## src/rtl/drum_pkg.sv

```systemverilog
// rtl/drum_pkg.sv - shared constants, FSM encoding and helpers for the note scheduler
//
// Purpose: lane geometry, hit window, game FSM state encoding and the lane-pattern
//          LFSR tap mask, plus a small popcount helper used to sum per-lane events.
// Ports:   none (package).
package drum_pkg;

  localparam int LANES     = 5;
  localparam int Y_W       = 10;
  localparam int HIT_Y_MIN = 384;
  localparam int HIT_Y_MAX = 447;

  // Wide enough to count every press miss plus every escape in one cycle.
  localparam int CNT_W = $clog2(2 * LANES + 1);

  // x^8 + x^6 + x^5 + x^4 (+1): taps on bits 7,5,4,3 of a left-shifting register.
  localparam logic [7:0] LFSR_TAPS = 8'hB8;

  typedef enum logic [1:0] {
    IDLE = 2'd0,
    RUN  = 2'd1,
    LOST = 2'd2
  } state_t;

  function automatic logic [CNT_W-1:0] popcount(input logic [LANES-1:0] v);
    logic [CNT_W-1:0] n;
    n = '0;
    for (int i = 0; i < LANES; i++) n = n + CNT_W'(v[i]);
    return n;
  endfunction

endpackage

```

## src/rtl/lane_lfsr.sv

```systemverilog
// rtl/lane_lfsr.sv - 8-bit Fibonacci LFSR that picks the lane for each spawn attempt
//
// Purpose: pseudo-random lane pattern. Reloads the seed on reset or load, advances
//          one step when step is high.
// Ports:   clk   in  1  system clock
//          reset in  1  synchronous, active-high
//          load  in  1  reload SEED (game start)
//          step  in  1  advance one state
//          pick  out 3  low three bits of the current state (raw lane choice)
module lane_lfsr
  import drum_pkg::*;
#(
  parameter logic [7:0] SEED = 8'hA5
) (
  input  logic       clk,
  input  logic       reset,
  input  logic       load,
  input  logic       step,
  output logic [2:0] pick
);

  logic [7:0] q;
  logic       fb;

  assign fb   = ^(q & LFSR_TAPS);
  assign pick = q[2:0];

  always_ff @(posedge clk) begin
    if (reset || load) begin
      q <= SEED;
    end else if (step) begin
      q <= {q[6:0], fb};
    end
  end

endmodule

```

## src/rtl/note_scheduler.sv

```systemverilog
// rtl/note_scheduler.sv - falling-note game controller: spawns, judges presses, counts misses
//
// Purpose: on rising tick edges in RUN, every SPAWN_EVERY-th edge tries to spawn a note
//          into an LFSR-chosen lane; button rising edges are judged against the hit
//          window; notes falling past the window escape. Misses end the game.
// Config:  SCORE_COUNTER_EN - when defined, score counts hits (saturating);
//          otherwise score is tied to zero.
// Ports:   clk         in  1          system clock
//          reset       in  1          synchronous, active-high
//          enable      in  1          game running (level)
//          tick        in  1          speed clock level; rising edge used
//          boton       in  LANES      drum buttons, active-high
//          lane_active in  LANES      lane holds a falling note
//          lane_y      in  LANES*Y_W  note Y per lane at [i*Y_W +: Y_W]
//          spawn       out LANES      1-cycle: start note in lane
//          clear       out LANES      1-cycle: remove note from lane
//          misses      out 4          miss count (saturates at 15)
//          perdio      out 1          game lost (level)
//          score       out 16         hit count
module note_scheduler
  import drum_pkg::*;
#(
  parameter int         SPAWN_EVERY = 16,
  parameter int         MAX_MISSES  = 8,
  parameter logic [7:0] LFSR_SEED   = 8'hA5
) (
  input  logic                 clk,
  input  logic                 reset,
  input  logic                 enable,
  input  logic                 tick,
  input  logic [LANES-1:0]     boton,
  input  logic [LANES-1:0]     lane_active,
  input  logic [LANES*Y_W-1:0] lane_y,
  output logic [LANES-1:0]     spawn,
  output logic [LANES-1:0]     clear,
  output logic [3:0]           misses,
  output logic                 perdio,
  output logic [15:0]          score
);

  localparam int SC_W = $clog2(SPAWN_EVERY);
  localparam logic [Y_W-1:0] Y_MIN = Y_W'(HIT_Y_MIN);
  localparam logic [Y_W-1:0] Y_MAX = Y_W'(HIT_Y_MAX);

  state_t state, state_nxt;

  logic             tick_q;
  logic [LANES-1:0] boton_q;
  logic             tick_edge, run, start, wrap;
  logic [LANES-1:0] press, in_win, escape, hit, press_miss, spawn_nxt;
  logic [2:0]       pick, spawn_lane;
  logic [SC_W-1:0]  spawn_cnt;
  logic [4:0]       miss_sum;
  logic [3:0]       misses_nxt;

  assign run       = (state == RUN);
  assign start     = (state == IDLE) && enable;
  assign tick_edge = tick & ~tick_q;
  assign press     = boton & ~boton_q;
  assign wrap      = tick_edge && (spawn_cnt == SC_W'(SPAWN_EVERY - 1));

  lane_lfsr #(.SEED(LFSR_SEED)) u_lfsr (
    .clk   (clk),
    .reset (reset),
    .load  (start),
    .step  (run && tick_edge),
    .pick  (pick)
  );

  // Lane choices beyond the last lane fold back onto the first ones.
  assign spawn_lane = (pick >= 3'(LANES)) ? pick - 3'(LANES) : pick;

  // A lane whose clear is already on the wire is not counted as escaping again
  // while the tube is still dropping its active flag.
  always_comb begin
    in_win = '0;
    escape = '0;
    for (int i = 0; i < LANES; i++) begin
      in_win[i] = lane_active[i] && (lane_y[i*Y_W +: Y_W] >= Y_MIN)
                                 && (lane_y[i*Y_W +: Y_W] <= Y_MAX);
      escape[i] = lane_active[i] && (lane_y[i*Y_W +: Y_W] > Y_MAX) && !clear[i];
    end
  end

  assign hit        = press & in_win;
  assign press_miss = press & ~in_win;
  assign miss_sum   = 5'(misses) + 5'(popcount(press_miss)) + 5'(popcount(escape));
  assign misses_nxt = (miss_sum > 5'd15) ? 4'd15 : miss_sum[3:0];

  always_comb begin
    spawn_nxt = '0;
    if (wrap) spawn_nxt[spawn_lane] = !lane_active[spawn_lane];
  end

  // FSM: state register
  always_ff @(posedge clk) begin
    if (reset) state <= IDLE;
    else       state <= state_nxt;
  end

  // FSM: next state (losing takes priority over a dropped enable)
  always_comb begin
    state_nxt = state;
    case (state)
      IDLE:    if (enable) state_nxt = RUN;
      RUN: begin
        if (misses >= 4'(MAX_MISSES)) state_nxt = LOST;
        else if (!enable)             state_nxt = IDLE;
      end
      LOST:    state_nxt = LOST;
      default: state_nxt = IDLE;
    endcase
  end

  // FSM: outputs
  always_comb begin
    perdio = (state == LOST);
  end

  always_ff @(posedge clk) begin
    if (reset) begin
      tick_q  <= 1'b0;
      boton_q <= '0;
    end else begin
      tick_q  <= tick;
      boton_q <= boton;
    end
  end

  always_ff @(posedge clk) begin
    if (reset || start) begin
      spawn_cnt <= '0;
      misses    <= '0;
      spawn     <= '0;
      clear     <= '0;
    end else if (run) begin
      spawn  <= spawn_nxt;
      clear  <= hit | escape;
      misses <= misses_nxt;
      if (tick_edge) spawn_cnt <= wrap ? '0 : spawn_cnt + 1'b1;
    end else begin
      spawn <= '0;
      clear <= '0;
    end
  end

`ifdef SCORE_COUNTER_EN
  logic [16:0] score_sum;
  assign score_sum = 17'(score) + 17'(popcount(hit));

  always_ff @(posedge clk) begin
    if (reset || start)  score <= '0;
    else if (run)        score <= score_sum[16] ? 16'hFFFF : score_sum[15:0];
  end
`else
  assign score = 16'd0;
`endif

endmodule
```

## config.mk

```make
export PLATFORM = sky130hd
export DESIGN_NAME = note_scheduler
export DESIGN_NICKNAME = d
export VERILOG_FILES = /design/src/rtl/drum_pkg.sv /design/src/rtl/lane_lfsr.sv /design/src/rtl/note_scheduler.sv
export SDC_FILE = /design/constraint.sdc
export NUM_CORES = 1
export LEC_CHECK = 0
export CAP_MARGIN = 20
export CELL_PAD_IN_SITES_DETAIL_PLACEMENT = 1
export CELL_PAD_IN_SITES_GLOBAL_PLACEMENT = 2
export CORE_AREA = 2 2 97 99
export CTS_CLUSTER_DIAMETER = 40
export DETAILED_ROUTE_END_ITERATION = 6
export DIE_AREA = 0 0 99 101
export GPL_TIMING_DRIVEN = 0
export HOLD_SLACK_MARGIN = 0.15
export PLACE_DENSITY_LB_ADDON = 0.1
export SYNTH_ARGS = -nofsm -noshare
export SYNTH_HDL_FRONTEND = slang
export SYNTH_HIERARCHICAL = 1
export SYNTH_SLANG_ARGS = --single-unit
export TNS_END_PERCENT = 5
```

## constraint.sdc

```tcl
create_clock -name clk -period 4.65 [get_ports clk]
set_clock_uncertainty 0.2 [all_clocks]
set_input_delay 0.6975 -clock clk [delete_from_list [all_inputs] [get_ports clk]]
set_output_delay 0.6975 -clock clk [all_outputs]
set_load 0.02 [all_outputs]
```

==> results.sh <==
export IMPL_grt_util_all_layers_pct=11.67
export IMPL_synth_edf_count=0
export IMPL_arrival_ns=4.37
export IMPL_hold_class="reg2reg"
export IMPL_nFillCells=1041
export IMPL_start_util_pct=23.57
export IMPL_drtPass1Iterations=4
export IMPL_numPortBuffers=48
export IMPL_cap_violations=0
export IMPL_synthCells=230
export IMPL_avgRoutedWirePerCell_microns=13.65
export IMPL_rr_worst_depth=11
export IMPL_min_delay_start="spawn_cnt[1]$_SDFFE_PP0P_"
export IMPL_layout_min_cycle_time_ns=4.338
export IMPL_rows=35
export IMPL_cts_max_level=2
export IMPL_vias_per_cell=4.393
export IMPL_routed_via_count=1810
export IMPL_path_clk_slew_ns=0.08
export IMPL_io_pins=95
export IMPL_yosysUniqueCellTypes=53
export IMPL_cts_root_buf="clkbuf_8"
export IMPL_drtIter0Drc=42
export IMPL_cts_tree="built"
export IMPL_slew_headroom_pct=65.69
export IMPL_holdBufCountCts=0
export IMPL_reg2reg_to="misses[1]$_SDFFE_PP0P_"
export IMPL_p_per_area_mw_per_mm2=293.8
export IMPL_grt_pass1_vias=1863
export IMPL_postCtsSetupRepairBufs=0
export IMPL_syn2layout_area_growth_pct=40.57
export IMPL_worst_slew_pin_slew_ns=0.5146
export IMPL_synth_flop_cell="dfxtp_1"
export IMPL_core_area_sq_mm=0.008977
export IMPL_drc=0
export IMPL_cts_buffers=5
export IMPL_synth_seq_cells=34
export IMPL_cts_sinks=34
export IMPL_synthArstFlopShare_pct=0
export IMPL_syn_area_sq_mm=0.002116
export IMPL_rr_startpoint="clear[0]$_SDFF_PP0_"
export IMPL_drtAntennaViolNets=0
export IMPL_rsz0062_at_grt="false"
export IMPL_die_area_sq_mm=0.009999
export IMPL_cp_required_ns=4.68
export IMPL_grt_max_degree=12
export IMPL_grt_pass1_wl_microns=9073
export IMPL_clk_latency_ns=0.29
export IMPL_yosysSeqAreaShare_pct=32.17
export IMPL_reg2reg_slack_ns=1.05
export IMPL_cp_max_fo=4
export IMPL_outcome="finished clean"
export IMPL_gr_total_overflow=0
export IMPL_hold_end="spawn_cnt[1]$_SDFFE_PP0P_"
export IMPL_setup_tns_ns=0
export IMPL_crit_type="in2reg"
export IMPL_drive_above_1_share_pct=19.60
export IMPL_yosysWarnings=6
export IMPL_power_total_mw=0.8739
export IMPL_dpl_worst_slack_ns=-0.3204
export IMPL_postSynthAreaPerCell_sq_um=9.199
export IMPL_peakVddDrop_uv=150.1
export IMPL_hold_viol_final=0
export IMPL_hold_path_cell_count=2
export IMPL_n_antenna_cell=0
export IMPL_gp_congestion=0.7496
export IMPL_die_w_microns=99
export IMPL_startpoint_type="input pin"
export IMPL_wl_microns=5622
export IMPL_fin_crit_sh_pct=93.29
export IMPL_nets=379
export IMPL_die_height_microns=101
export IMPL_maxSlewViolCount=0
export IMPL_cellLeakagePower_nw=1.203
export IMPL_setup_violations_final=0
export IMPL_endpoint_kind="flip-flop"
export IMPL_antenna_found_initial=0
export IMPL_dp_hpwl_microns=4560
export IMPL_cts_path_max_buffers=2
export IMPL_fmax_mhz=230.5
export IMPL_fin_ws_ns=0.3120
-- worst max path at each step --
stage	startpoint	endpoint	slack (ns)	cells past startpoint
2_1_floorplan	lane_y[16]	misses[0]$_SDFFE_PP0P_	0.62	13
3_3_place_gp	lane_active[1]	misses[1]$_SDFFE_PP0P_	-0.27	14
3_5_place_dp	lane_active[1]	misses[1]$_SDFFE_PP0P_	-0.32	14
5_1_grt	lane_active[1]	misses[0]$_SDFFE_PP0P_	0.05	14
4_1_cts	lane_y[7]	misses[1]$_SDFFE_PP0P_	0.07	13
6_report	lane_active[1]	misses[1]$_SDFFE_PP0P_	0.31	14
-- metal layers --
metal | GRT usage (%) | vias up | share of wire, %
li1 | - | 905 | -
met1 | 15.03 | 852 | 48
met2 | 18.97 | 45 | 45
met3 | 2.982 | 8 | 5.1
met4 | 4.110 | 0 | 1.6
met5 | 0 | - | 0
-- cells by family (layout without fill, tap and decap cells) --
group	after synthesis	in the layout	share of synthesized area, %
buffers and inverters	35	91	10.53
XOR/XNOR	7	7	3.607
AO/OA/AOI/OAI	39	39	12.06
multiplexers	11	11	5.322
other	1	16	0.1772
adder cells (fa/ha/maj)	15	15	11.35
AND/OR/NAND/NOR	88	88	24.78
flip-flops	34	34	32.17
-- cell usage after synthesis (4+ instances only) --
cell type	n	area share [%]
inv_1	10	1.8
mux2i_1	9	4.3
nor2_1	27	4.8
nand3b_1	4	1.4
xor2_1	4	1.7
a21oi_1	11	2.6
nor2b_1	8	2.4
buf_4	20	7.1
ha_1	8	4.7
nand2_1	8	1.4
a31oi_1	8	2.4
nor3_1	6	1.4
fa_1	7	6.6
dfxtp_1	34	32
nor3b_1	8	2.8
o21ai_0	6	1.4
-- through the flow --
stage / hold WS [ns] / cells / instance area [sq um] / util (%)
final: 0.2871 / 412 / 2974 / 33.13
after global routing: 0.3240 / 412 / 2974 / 33.13
after CTS: 0.2936 / 412 / 2939 / 32.74
after detailed placement: 0.2767 / 404 / 2791 / 31.09
after global placement: 0.2695 / 404 / 2791 / 31.09
after floorplan: 0.2432 / 245 / 2172 / -
-- layout make-up --
type,instances,area (sq um),area share (%)
plain buffers,24,181.4,6.100
inverters,11,41.29,1.388
multi-input cells,176,1309,44.01
well taps,111,138.9,4.670
clock buffers,6,82.58,2.777
repair buffers,48,480.5,16.15
flip-flops and latches,34,680.7,22.89
clock inverters,2,60.06,2.019
-- flip-flops by register name, indices dropped and copies added (netlist names) --
| signal | cells |
|---|---|
| spawn_cnt | 4 |
| tick_q | 1 |
| boton_q | 5 |
| u_lfsr/q | 8 |
| state | 2 |
| spawn | 5 |
| clear | 5 |
| misses | 4 |
-- power by group --
| part | internal [mW] | leakage [nW] | switching (mW) |
|---|---|---|---|
| logic | 0.109 | 0.855 | 0.110 |
| registers | 0.300 | 0.277 | 0.00654 |
| clock network | 0.229 | 0.0714 | 0.120 |
| total | 0.637 | 1.20 | 0.236 |
-- cell usage in the layout, fill, tap and decap left out, types with 6 or more instances in the layout --
cell             netlist  routed
mux2i_1                9       9
dfxtp_1               34      34
a21oi_1               11      11
a31oi_1                8       8
nor2_1                27      25
o21ai_0                6       6
clkdlybuf4s50_1        0      48
clkbuf_8               0       6
ha_1                   8       8
nor2b_1                8       8
conb_1                 1      16
buf_4                 20      20
nand2_1                8       8
inv_1                 10      10
-- worst max-delay path: stages --
cell and delay, ns:
clkdlybuf4s50_1 0.48, nand4b_1 0.15, nor2_2 0.06, nor3b_2 0.27
fa_1 0.45, inv_1 0.07, fa_1 0.43, fa_1 0.52
fa_2 0.40, fa_2 0.36, nor2b_1 0.12, o21a_1 0.14
nor3_2 0.07, a21oi_1 0.14
-- what timing repair did --
| item | in CTS | in global routing |
|---|---|---|
| endpoints found under the setup margin | 1 | 4 |
| resized for setup | 1 | 9 |
| pin swaps | 0 | 1 |
| hold endpoints to repair | 0 | 0 |
(Power assumes the default switching activity.)
